$ cat src/rtl/raw_bayer_demosaic.sv
// Two-line Bayer demosaic: 2x2 window, phase-selected RGB, 2-cycle pipeline.
// Optional per-frame green statistics (oGSUM) are built only when FRAME_STATS_EN is defined.
module raw_bayer_demosaic (
  input  logic        VGA_CLK,
  input  logic        RESET_N,
  input  logic        READ_Request,
  input  logic        VGA_VS,
  input  logic [12:0] V_Cont,
  input  logic [9:0]  taps0x,
  input  logic [9:0]  taps1x,
  output logic [7:0]  oRed,
  output logic [7:0]  oGreen,
  output logic [7:0]  oBlue,
  output logic        oDVAL
`ifdef FRAME_STATS_EN
  ,
  output logic [31:0] oGSUM
`endif
);

  // Average of two 10-bit samples (11-bit add, >>1), then truncated to bits [9:2].
  function automatic logic [7:0] avg_green(input logic [9:0] a, input logic [9:0] b);
    logic [10:0] s;
    s = {1'b0, a} + {1'b0, b};
    return s[10:3];
  endfunction

  logic        rd_q;
  logic        line_act_q, line_act_d;
  logic [11:0] col_q, col_d;
  logic [9:0]  p00_q, p01_q, p10_q, p11_q;
  logic [9:0]  p00_d, p01_d, p10_d, p11_d;
  logic [1:0]  ph_q, ph_d;
  logic        v1_q, v1_d;
  logic [7:0]  red_q, red_d, green_q, green_d, blue_q, blue_d;
  logic        dval_q, dval_d;

  logic        first_col;
  logic        accept;
  logic        rd_fall;
  logic [9:0]  r_sel, b_sel;
  logic [7:0]  g_sel;

  // Only the row parity bit of the line number matters here.
  logic unused_vcont;
  assign unused_vcont = ^V_Cont[12:1];

  // Stage 1: line-start detection, column counter and window shift.
  always_comb begin
    // NOTE: every always_comb output is given a default first so no path leaves it unassigned (no latch).
    p00_d      = p00_q;
    p01_d      = p01_q;
    p10_d      = p10_q;
    p11_d      = p11_q;
    ph_d       = ph_q;
    col_d      = col_q;

    first_col  = READ_Request & ~rd_q;
    rd_fall    = ~READ_Request & rd_q;
    accept     = READ_Request & VGA_VS & (first_col | line_act_q);
    v1_d       = accept;
    line_act_d = READ_Request & VGA_VS & (line_act_q | first_col);

    if (accept) begin
      ph_d = {V_Cont[0], col_q[0]};
      if (first_col) begin
        p00_d = taps1x;
        p01_d = taps1x;
        p10_d = taps0x;
        p11_d = taps0x;
      end else begin
        p00_d = p01_q;
        p10_d = p11_q;
        p01_d = taps1x;
        p11_d = taps0x;
      end
    end

    if (!VGA_VS || rd_fall) begin
      col_d = '0;
    end else if (accept) begin
      col_d = col_q + 12'd1;
    end
  end

  // Stage 2: phase-dependent colour selection, blanked while invalid.
  always_comb begin
    r_sel = '0;
    b_sel = '0;
    g_sel = '0;
    unique case (ph_q)
      2'b11: begin r_sel = p00_q; g_sel = avg_green(p01_q, p10_q); b_sel = p11_q; end
      2'b10: begin r_sel = p01_q; g_sel = avg_green(p00_q, p11_q); b_sel = p10_q; end
      2'b01: begin r_sel = p10_q; g_sel = avg_green(p00_q, p11_q); b_sel = p01_q; end
      2'b00: begin r_sel = p11_q; g_sel = avg_green(p01_q, p10_q); b_sel = p00_q; end
      default: ;
    endcase

    dval_d  = v1_q & VGA_VS;
    red_d   = dval_d ? r_sel[9:2] : 8'd0;
    green_d = dval_d ? g_sel      : 8'd0;
    blue_d  = dval_d ? b_sel[9:2] : 8'd0;
  end

  always_ff @(posedge VGA_CLK or negedge RESET_N) begin
    if (!RESET_N) begin
      // NOTE: the window is a handful of flops, so it is reset like any other state rather than left undefined.
      p00_q      <= '0;
      p01_q      <= '0;
      p10_q      <= '0;
      p11_q      <= '0;
      ph_q       <= '0;
      col_q      <= '0;
      v1_q       <= 1'b0;
      line_act_q <= 1'b0;
      // Reset looks like "request already high" so a line in progress is never picked up mid-way.
      rd_q       <= 1'b1;
      red_q      <= '0;
      green_q    <= '0;
      blue_q     <= '0;
      dval_q     <= 1'b0;
    end else begin
      // NOTE: sequential state uses non-blocking assignments so every flop samples pre-edge values.
      p00_q      <= p00_d;
      p01_q      <= p01_d;
      p10_q      <= p10_d;
      p11_q      <= p11_d;
      ph_q       <= ph_d;
      col_q      <= col_d;
      v1_q       <= v1_d;
      line_act_q <= line_act_d;
      rd_q       <= READ_Request;
      red_q      <= red_d;
      green_q    <= green_d;
      blue_q     <= blue_d;
      dval_q     <= dval_d;
    end
  end

  assign oRed   = red_q;
  assign oGreen = green_q;
  assign oBlue  = blue_q;
  assign oDVAL  = dval_q;

`ifdef FRAME_STATS_EN
  logic        vs_q;
  logic [31:0] acc_q, acc_d, gsum_q, gsum_d;
  logic [32:0] acc_sum;
  logic [31:0] acc_sat;

  // The pixel on the output in the VS-falling cycle is folded into the snapshot.
  always_comb begin
    acc_sum = {1'b0, acc_q} + {25'd0, (dval_q ? green_q : 8'd0)};
    acc_sat = acc_sum[32] ? 32'hFFFF_FFFF : acc_sum[31:0];
    acc_d   = acc_sat;
    gsum_d  = gsum_q;
    if (vs_q && !VGA_VS) begin
      gsum_d = acc_sat;
      acc_d  = '0;
    end
  end

  always_ff @(posedge VGA_CLK or negedge RESET_N) begin
    if (!RESET_N) begin
      vs_q   <= 1'b0;
      acc_q  <= '0;
      gsum_q <= '0;
    end else begin
      vs_q   <= VGA_VS;
      acc_q  <= acc_d;
      gsum_q <= gsum_d;
    end
  end

  assign oGSUM = gsum_q;
`endif

endmodule

$ cat config.mk
export PLATFORM = sky130hd
export DESIGN_NAME = raw_bayer_demosaic
export DESIGN_NICKNAME = d
export VERILOG_FILES = /design/src/rtl/raw_bayer_demosaic.sv
export SDC_FILE = /design/constraint.sdc
export NUM_CORES = 1
export LEC_CHECK = 0
export BUFFER_PORTS_ARGS = -buffer_cell sky130_fd_sc_hd__buf_4
export CAP_MARGIN = 20
export CORE_ASPECT_RATIO = 1.75
export CORE_MARGIN = 8
export CORE_UTILIZATION = 51
export CTS_CLUSTER_SIZE = 40
export DETAILED_ROUTE_END_ITERATION = 10
export PLACE_DENSITY = 0.77
export SYNTH_ARGS = -nofsm -noshare
export SYNTH_HDL_FRONTEND = slang
export SYNTH_SLANG_ARGS = --single-unit
$ cat constraint.sdc
create_clock -name VGA_CLK -period 1.9 [get_ports VGA_CLK]
set_input_delay 0.38 -clock VGA_CLK [delete_from_list [all_inputs] [get_ports VGA_CLK]]
set_output_delay 0.38 -clock VGA_CLK [all_outputs]
set_load 0.005 [all_outputs]
==> results of run 1 <==
-- timing repair --
item | CTS | global route
resized for setup | 17 | 17
pin swaps | 16 | 21
hold buffers | 0 | 0
buffers inserted | 7 | 7
endpoints found under the setup margin | 7 | 10
-- kinds of logic (layout without fill, tap and decap cells) --
logic type	count (synthesis)	after routing	synth area share, %
fa+ha+maj	22	22	7.387
simple gates	162	162	18.10
xor+xnor	6	6	1.410
flops	70	70	47.05
buf+inv	30	128	3.089
mux	25	25	6.749
compound gates	84	84	16.22
-- worst max-delay path, cell delays in order, from the launching register on --
cell and delay, ps:
dfrtp_1 420, ha_4 290, nand3_4 90, a2111oi_4 450
o21ai_2 160, buf_4 170, o21ai_4 120, nand4_1 110
o311ai_1 110
-- area by class of cell --
type | count | area [um2] | share of cell area (%)
Clock inverter | 1 | 5.005 | 0.09908
Timing Repair Buffer | 102 | 810.8 | 16.05
Clock buffer | 15 | 277.8 | 5.499
Sequential cell | 70 | 1754 | 34.73
Tap cell | 86 | 107.6 | 2.130
Inverter | 10 | 37.54 | 0.7431
Multi-Input combinational cell | 299 | 2058 | 40.75
-- registers in the layout (all words and copies together), names as in the netlist --
name / count
p10_q: 10
oGreen: 8
ph_q: 2
rd_q: 1
oBlue: 8
oRed: 8
col_q: 1
oDVAL: 1
p00_q: 10
v1_q: 1
p01_q: 10
p11_q: 10
-- metrics by stage --
step / instance area [um2] / utilization [%] / hold slack [ps] / TNS [ps] / setup WS [ps]
2_1_floorplan: 3745 / - / 84.41 / -17.29 / -17.29
3_3_place_gp: 4511 / 63.26 / 362.1 / -424.2 / -126.9
3_5_place_dp: 4511 / 63.26 / 370.3 / -631.1 / -184.9
4_1_cts: 4905 / 68.78 / 13.26 / -743.4 / -162.0
5_1_grt: 5051 / 70.84 / 39.79 / -1049 / -217.4
6_report: 5051 / 70.84 / -3.633 / -554.5 / -133.8
-- power groups by stage --
stage | clock network (W) | logic, W | registers [W]
after floorplan | 0 | 0.00107 | 0.00186
after global placement | 0 | 0.00170 | 0.00186
after detailed placement | 0 | 0.00175 | 0.00187
after CTS | 0.00160 | 0.00187 | 0.00186
after global routing | 0.00166 | 0.00221 | 0.00191
final | 0.00158 | 0.00203 | 0.00189
-- Yosys cell counts --
cell	n	area, um2
a31oi_1	2	12.51
a21oi_1	22	110.1
o221ai_2	1	15.01
nor2b_1	3	18.77
a222oi_1	16	160.2
nand2b_1	2	12.51
a2111oi_4	1	27.53
a211oi_2	1	12.51
nand4_1	1	6.260
a21o_1	3	22.52
nor4_1	2	12.51
o21ai_2	1	8.760
a211oi_1	4	30.03
nor2_2	1	6.260
a311oi_1	1	8.760
or3_2	1	7.510
a2111oi_2	1	15.01
dfrtp_1	69	1727
buf_2	2	10.01
nand2_1	91	341.6
ha_1	22	275.3
clkbuf_1	17	63.81
nand4b_1	1	8.760
nor3b_1	2	15.01
mux2i_1	24	240.2
buf_1	1	3.750
nor2_1	42	157.7
o221ai_1	1	8.760
o21ai_0	24	120.1
nor3_1	7	35.03
a2111o_1	1	11.26
mux2_2	1	11.26
inv_1	10	37.54
nor3_2	1	10.01
xor2_1	1	8.760
xnor2_1	5	43.79
and3_1	1	6.260
and2_1	1	6.260
dfstp_2	1	26.28
o311ai_0	3	26.28
nand3_1	6	30.03
o21a_1	2	15.01
-- worst paths after layout --
| kind | from | end | slack, ps | depth (start not counted) |
|---|---|---|---|---|
| worst max-delay path | p11_q[1] | oGreen[5] | -130 | 8 |
| worst min-delay path | RESET_N | p11_q[1] | -4 | 1 |
| worst max register to register | p11_q[1] | oGreen[5] | -130 | 8 |
| worst min register to register | p00_q[0] | p00_q[0] | 540 | 2 |
| max in group asynchronous | RESET_N | p10_q[2] | 1340 | 2 |
| min in group VGA_CLK | READ_Request | rd_q | 180 | 1 |
-- layout by cell type (no fill, tap or decap), types with 2 or more instances in the layout --
cell type / count
a21oi_1: 22
xnor2_1: 4
nand3_4: 2
ha_1: 14
a211oi_2: 3
ha_4: 6
dfrtp_1: 68
nor2_1: 41
nor3_2: 3
nor2b_1: 2
nor3_1: 5
buf_4: 97
nand2b_1: 2
o21ai_0: 22
nor3b_1: 2
nor4_2: 2
a21o_1: 3
clkbuf_8: 3
a222oi_1: 16
o311ai_1: 2
a2111oi_4: 2
inv_1: 10
a211oi_1: 2
buf_12: 3
clkbuf_1: 3
nand3_1: 3
nand2_1: 90
buf_6: 2
o221ai_2: 2
o21a_1: 2
clkbuf_16: 9
mux2i_1: 24
nor2_2: 2
ha_2: 2
-- per-layer routing --
layer	up-vias	global-route usage [%]	wire [um]	share of wire (%)
li1	1598	-	-	-
met1	1635	21.19	3770	37
met2	124	34.91	5389	52
met3	41	4.022	595	5.8
met4	0	14.98	537	5.2
met5	-	0	0	0
==> results.md, run 1 <==
* Chip width at 80.62 um
* Pint at 0.003648 W
* Max Root-Sink Buffers at 2
* Cell Rows at 41
* CTS Sinks at 70
* Logic pwr share at 36.8%
* Area growth from synthesis to layout at 35.56%
* Worst-Margin Slew at 819.0 ps
* CTS buffer count at 9
* Worst vdd ir at 0.0007696 V
* Max_cap viols at 0
* Total number of vias at 3398
* Power Total at 0.005503 W
* Clock Skew at 6.670 ps
* Worst hold margin at -3.633 ps
* Setup crit start kind: flop
* Slew headroom at 45.34%
* Root Driver: clkbuf_16
* Critical Path RT at 2130 ps
* Violated checks: negative hold slack, negative setup slack
* Final Hold Fails at 2
* Share of cells above drive strength 1 at 30.38%
* Synthesized Nets at 458
* Max-slew violations at 0
* Die area at 10410 um2
* FF+latch count, synth at 70
* Syn_area_per_cell at 9.339 um2
* DP Cell Count at 557
* Leakage at 2.450 nW
* I/O pin cnt at 62
* Total grt overflow at 0
* Inserted Diodes at 0
* # fillers at 502
* Final WS setup at -133.8 ps
* Status: finished with violations
* Iteration-0 DRC Markers at 342
* Placed wire-length estimate at 6979 um
* Drt drc at 0
* Tcrit/Tclk final at 107.0%
* Starting Density at 52.25%
* CP Capture Type: flop
* Mapped cell area at 3726 um2
* Drt first pass iters at 9
* PwrDens at 1089 nW/um2
* Switching Share at 33.71%
* Setup Crit Path Kind: reg2reg
* Core Footprint at 7131 um2
* Average vias per placed instance at 5.828
* Final net count at 551
* Hold Crit Class: in2async
* H-tree depth at 3
* Fin crit period at 2034 ps
* Critical path fanouts, max at 4
* RSZ-0062 raised after global routing: true
* Sequential share of power at 34.4%
* Yosys warnings at 0
* Final ANT Viol Nets at 0
* P_sw at 0.001855 W
* Initial antenna violation count at 0
* Final setup fails at 6
* Non-filler cells, final at 583
* Crit path DAT at 2260 ps
* Vias in the first global route at 3501
* Later-pin clock latency in the skew report at 340 ps
* First-pass GRT wire length at 16390 um
* Placer Congestion at 0.8744
* Sequential area share after synthesis at 47.04%
* Clk slew on worst S/H paths at 60 ps
* Post-synthesis cell count at 399
* Die H at 129.1 um
* Routed wire length at 10290 um
* CTS tree: done
* Clock power share at 28.8%
* Global Route Usage Sum at 20.38%
* Top achievable clock speed at 491.7 MHz
* IO Port Bufs at 49
* Synth unique cells at 42
* Largest net degree at the start of global routing at 61
* Wirelength per Cell at 17.65 um
(Power assumes the default switching activity.)
==> run 2, diff against run 1 <==
==> constraint.sdc (replaced) <==
create_clock -name VGA_CLK -period 1.9 [get_ports VGA_CLK]
set_input_delay 0 -clock VGA_CLK [delete_from_list [all_inputs] [get_ports VGA_CLK]]
set_output_delay 0 -clock VGA_CLK [all_outputs]
set_load 0.005 [all_outputs]
==> results.md, run 2 (synthesis gave the netlist of run 1 again) <==
* Clk slew on worst S/H paths at 50 ps (about the same)
* Vias in the first global route at 3554 (+1.5%)
* Commonest non-fill, non-tap cell in the layout: buf_4
* Total number of vias at 3470 (+2.1%)
* Pint at 0.003543 W (-2.9%)
* Status: finished with violations
* Final setup fails at 5 (-1)
* Sequential share of power at 35.2% (+0.8 points)
* Violated checks: negative setup slack
* Final ANT Viol Nets at 0 (unchanged)
* Top achievable clock speed at 500.8 MHz (+1.9%)
* CTS buffer count at 9 (unchanged)
* Crit path max-delay family: compound AO/OA/AOI/OAI gates
* Inserted Diodes at 0 (unchanged)
* Worst-Margin Slew at 896.3 ps (+77.25 ps)
* Critical Path RT at 2130 ps (about the same)
* Slowest cell on crit path: a2111oi_4
* Switching Share at 34.11% (+0.40 points)
* Post-Place Worst Slack at -166.5 ps (+18.44 ps)
* PwrDens at 1046 nW/um2 (-4.0%)
* Chip width at 80.62 um (unchanged)
* IO Port Bufs at 49 (unchanged)
* Fin crit period at 1997 ps (-37.21 ps)
* Post-route cell area at 5139 um2 (+1.7%)
* # fillers at 509 (+1.4%)
* First-pass GRT wire length at 16360 um (-0.17%)
* Die area at 10410 um2 (unchanged)
* Clock power share at 28.2% (-0.6 points)
* Final Hold Fails at 0 (-2)
* Final net count at 568 (+3.1%)
* Drt drc at 0 (unchanged)
* Reg area at 1753 um2 (about the same)
* I/O pin cnt at 62 (unchanged)
* Slew headroom at 40.25% (-5.1 points)
* Root Driver: clkbuf_16
* Tcrit/Tclk final at 105.1% (-2.0 points)
* Initial antenna violation count at 0 (unchanged)
* Placed wire-length estimate at 6909 um (-1.0%)
* Average vias per placed instance at 5.783 (-0.77%)
* Logic pwr share at 36.6% (-0.2 points)
* P_sw at 0.001834 W (-1.1%)
* Area growth from synthesis to layout at 37.91%
* Wirelength per Cell at 17.17 um (-2.8%)
* Starting Density at 52.25% (unchanged)
* Setup Crit Path Kind: reg2reg
* Critical path fanouts, max at 5 (+1)
* CTS tree: done
* Setup crit start kind: flop
* Drt first pass iters at 6 (-3)
* Leakage at 2.486 nW (+1.5%)
* Total grt overflow at 0 (unchanged)
* Crit path DAT at 2230 ps (-30 ps)
* Final WS setup at -96.62 ps (+37.21 ps)
* Die H at 129.1 um (unchanged)
* Placed instance area at 4456 um2 (-1.2%)
* Placer Congestion at 0.8870 (+1.4%)
* Hold Crit Class: in2async
* Clock Skew at 5.612 ps (-1.058 ps)
* Iteration-0 DRC Markers at 377 (+10%)
* Global Route Usage Sum at 20.25% (-0.13 points)
* Critical-path cell list: ha_4 -> nand3_4 -> a2111oi_4 -> o21ai_2 -> o221ai_2 -> nand4b_1 -> o311ai_1
* CP max stage delay at 450 ps (about the same)
* Max_cap viols at 0 (unchanged)
* Routed wire length at 10300 um (about the same)
* CP Capture Type: flop
* Max Root-Sink Buffers at 2 (unchanged)
* Largest net degree at the start of global routing at 71 (+16%)
* Later-pin clock latency in the skew report at 340 ps (about the same)
* RSZ-0062 raised after global routing: true
* Area of the multi-input gates at 2011 um2 (-2.3%)
* H-tree depth at 3 (unchanged)
* Core Footprint at 7131 um2 (unchanged)
* Most frequent cells in the layout: buf_4, nand2_1, dfrtp_1
* Cell Rows at 41 (unchanged)
* Max-slew violations at 0 (unchanged)
* Worst vdd ir at 0.0008032 V (+4.4%)
* CTS Sinks at 70 (unchanged)
* Share of cells above drive strength 1 at 26.85% (-3.5 points)
* WP buf/inv at 0 (-1)
run 2: through the flow:
stage | total power [W] | TNS (ps) | utilization (%) | cells | hold WS [ps]
6_report | 0.005376 | -271.3 | 72.07 | 600 | 311.2
3_3_place_gp | 0.003538 | -334.2 | 62.48 | 553 | 149.5
3_5_place_dp | 0.003610 | -672.5 | 62.48 | 553 | 150.5
4_1_cts | 0.005193 | -553.0 | 69.92 | 593 | 349.5
2_1_floorplan | 0.002932 | -17.29 | - | 399 | -295.6
5_1_grt | 0.005655 | -794.2 | 72.07 | 600 | 360.9
run 2: path summary, 6_finish.rpt:
check | end | cells after the start | from | slack [ps]
worst min register to register | p00_q[7] | 2 | p00_q[7] | 550
worst max-delay path | oGreen[6] | 7 | p11_q[1] | -100
worst min-delay path | p00_q[3] | 2 | RESET_N | 310
worst max register to register | oGreen[6] | 7 | p11_q[1] | -100
max in group asynchronous | p00_q[9] | 2 | RESET_N | 970
min in group VGA_CLK | rd_q | 2 | READ_Request | 360
run 2: power by group through the flow:
stage	registers [W]	clock network, W	logic (W)
floorplan	0.00186	0	0.00107
global placement	0.00186	0	0.00167
detailed placement	0.00188	0	0.00173
CTS	0.00186	0.00152	0.00181
global route	0.00190	0.00159	0.00216
finish	0.00189	0.00151	0.00197
run 2: per-layer routing:
layer  vias up  track usage (%)  share of wire (%)
li1       1631                -                  -
met2       125            34.96                 53
met1      1677            21.32                 37
met3        37            4.438                5.6
met4         0            12.93                4.3
met5         -                0                  0
run 2: worst reg2reg max path: stages (launching register included):
cell and delay, ps:
dfrtp_1 410, ha_4 290, nand3_4 70, a2111oi_4 450
o21ai_2 150, o221ai_2 260, nand4b_1 140, o311ai_1 120
run 2: timing repair:
item / 4_1_cts / 5_1_grt
endpoints found under the hold margin: 107 / 0
pin swaps: 10 / 16
endpoints found under the setup margin: 6 / 7
gates resized for setup: 8 / 17
hold buffers: 24 / 0
buffers inserted: 0 / 7
run 2: final cells by class:
class	instances	share of cell area (%)
timing repair buffer	119	18.80
clock buffer	14	4.943
inverter	10	0.7305
multi-input combinational	299	39.13
sequential	70	34.11
clock inverter	2	0.1948
tap	86	2.094
==> run 3, diff against run 2 <==
--- a/config.mk
+++ b/config.mk
@@ -9,8 +9,8 @@
 export CAP_MARGIN = 20
 export CORE_ASPECT_RATIO = 1.75
-export CORE_MARGIN = 8
 export CORE_UTILIZATION = 51
 export CTS_CLUSTER_SIZE = 40
 export DETAILED_ROUTE_END_ITERATION = 10
+export GPL_TIMING_DRIVEN = 0
 export PLACE_DENSITY = 0.77
 export SYNTH_ARGS = -nofsm -noshare
==> constraint.sdc (replaced) <==
create_clock -name VGA_CLK -period 1.9 [get_ports VGA_CLK]
set_input_delay 0.19 -clock VGA_CLK [delete_from_list [all_inputs] [get_ports VGA_CLK]]
set_output_delay 0.19 -clock VGA_CLK [all_outputs]
set_load 0.005 [all_outputs]
==> results.md, run 3 (synthesis gave the netlist of run 1 again) <==
* Clock Skew at 5.144 ps (-0.4677 ps)
* Most frequent cells in the layout: nand2_1, dfrtp_1, buf_4
* P_sw at 0.001822 W (-0.63%)
* First-pass GRT wire length at 16280 um (-0.50%)
* Fin crit period at 2072 ps (+75.40 ps)
* Global Route Usage Sum at 28.76% (+8.5 points)
* Slew headroom at 42.06% (+1.8 points)
* Total grt overflow at 0 (unchanged)
* Final setup fails at 6 (+1)
* Sequential share of power at 36.7% (+1.5 points)
* Critical Path RT at 2160 ps (+30 ps)
* Core Footprint at 6957 um2 (-2.4%)
* Max_cap viols at 0 (unchanged)
* Commonest non-fill, non-tap cell in the layout: nand2_1
* H-tree depth at 3 (unchanged)
* CTS buffer count at 9 (unchanged)
* Placer Congestion at 0.9589 (+8.1%)
* Worst vdd ir at 0.0008126 V (+1.2%)
* Setup crit start kind: flop
* Wirelength per Cell at 17.59 um (+2.5%)
* Max Root-Sink Buffers at 2 (unchanged)
* Critical path fanouts, max at 3 (-2)
* Routed wire length at 9904 um (-3.8%)
* Leakage at 2.282 nW (-8.2%)
* Final Hold Fails at 42 (+42)
* Drt drc at 0 (unchanged)
* Die area at 7666 um2 (-26%)
* Pint at 0.003516 W (-0.75%)
* CP Capture Type: flop
* Worst hold margin at -37.50 ps (-348.7 ps)
* # fillers at 560 (+10%)
* I/O pin cnt at 62 (unchanged)
* CTS tree: done
* Inserted Diodes at 0 (unchanged)
* Power Total at 0.005338 W (-0.71%)
* Total number of vias at 3343 (-3.7%)
* Status: finished with violations
* IO Port Bufs at 49 (unchanged)
* Switching Share at 34.14% (about the same)
* Starting Density at 53.56% (+1.3 points)
* Top achievable clock speed at 482.6 MHz (-3.6%)
* CTS Sinks at 70 (unchanged)
* Chip width at 66.62 um (-17%)
* Clk slew on worst S/H paths at 60 ps (about the same)
* Crit path DAT at 2330 ps (+100 ps)
* Die H at 115.1 um (-11%)
* Iteration-0 DRC Markers at 294 (-22%)
* Final ANT Viol Nets at 0 (unchanged)
* PwrDens at 1105 nW/um2 (+5.6%)
* Hold Crit Class: in2async
* Tcrit/Tclk final at 109.1% (+4.0 points)
* Average vias per placed instance at 5.938 (+2.7%)
* Vias in the first global route at 3488 (-1.9%)
* Final WS setup at -172.0 ps (-75.40 ps)
* Share of cells above drive strength 1 at 25.89% (-0.96 points)
* Largest net degree at the start of global routing at 71 (unchanged)
* Root Driver: clkbuf_16
* Logic pwr share at 32.0% (-4.6 points)
* Area growth from synthesis to layout at 29.62%
* Worst-Margin Slew at 869.1 ps (-27.24 ps)
* Placed wire-length estimate at 7035 um (+1.8%)
* Drt first pass iters at 8 (+2)
* Max-slew violations at 0 (unchanged)
* Cell Rows at 40 (-2.4%)
* Later-pin clock latency in the skew report at 340 ps (about the same)
* Initial antenna violation count at 0 (unchanged)
* Setup Crit Path Kind: reg2reg
* Clock power share at 31.3% (+3.1 points)
* Violated checks: negative hold slack, negative setup slack
* Final net count at 533 (-6.2%)
* RSZ-0062 raised after global routing: true
## run 3: changes by cell type in the layout (fill, tap and decap cells not counted), moves of 3 or more
cell / before / now
dlygate4sd3_1: 24 / 1
buf_2: 0 / 5
ha_1: 14 / 11
clkbuf_1: 4 / 13
dfrtp_2: 0 / 5
buf_4: 94 / 63
dfrtp_1: 69 / 64
## run 3: path summary, 6_finish.rpt
kind | startpoint | to | slack (ps) | cells past startpoint
setup / recovery | p01_q[1] | oGreen[3] | -170 | 7
max in group asynchronous | RESET_N | p01_q[5] | 1300 | 1
hold reg to reg | p10_q[0] | p10_q[0] | 550 | 2
setup reg to reg | p01_q[1] | oGreen[3] | -170 | 7
min in group VGA_CLK | taps0x[2] | p11_q[2] | 50 | 3
hold / removal | RESET_N | oRed[4] | -40 | 1
## run 3: stage by stage
stage                     cells  util (%)  cell area, um2  setup TNS, ps  worst slack (ps)
after floorplan             399         -            3745         -17.29            -17.29
after global placement      532     60.63            4218          -1069            -260.6
after detailed placement    532     60.63            4218          -1294            -305.4
after CTS                   556     67.05            4664         -833.9            -173.6
after global routing        563     69.42            4830          -1162            -277.1
final                       563     69.42            4830         -704.1            -172.0
## run 3: critical path: stages, from the launching register on
cell and delay, ps:
dfrtp_1 410, ha_4 290, nand3_4 100, a2111oi_4 450, buf_4 190, nor4_2 30
a2111o_1 390, a21oi_2 150
## run 3: power by group through the flow
stage          sequential, W  combinational (W)  clock (W)
6_report             0.00196            0.00171    0.00167
5_1_grt              0.00198            0.00189    0.00176
2_1_floorplan        0.00186            0.00107          0
3_5_place_dp         0.00194            0.00143          0
3_3_place_gp         0.00193            0.00139          0
4_1_cts              0.00193            0.00154    0.00171
## run 3: routing by layer
layer / track usage [%] / share of wire (%) / routed length [um] / vias to the layer above
met5: 0 / 0 / 0 / -
met4: 17.02 / 4.4 / 431 / 0
li1: - / - / - / 1571
met3: 5.952 / 5.4 / 539 / 35
met1: 31.31 / 37 / 3660 / 1602
met2: 49.97 / 53 / 5272 / 135
## run 3: timing repair
action / CTS / global route
setup buffers: 7 / 7
hold buffers: 1 / 0
pin swaps: 8 / 10
setup endpoints to repair: 8 / 24
hold endpoints to repair: 1 / 0
cloned: 0 / 0
resized for setup: 19 / 26
## run 3: final cells by class
type | count | area, um2 | area share, %
clock buffers | 10 | 239.0 | 4.948
well taps | 84 | 105.1 | 2.176
repair buffers | 64 | 483.0 | 10.00
plain buffers | 20 | 82.58 | 1.710
flip-flops and latches | 70 | 1759 | 36.42
clock inverters | 6 | 61.31 | 1.269
multi-input cells | 299 | 2062 | 42.69
inverters | 10 | 37.54 | 0.7772
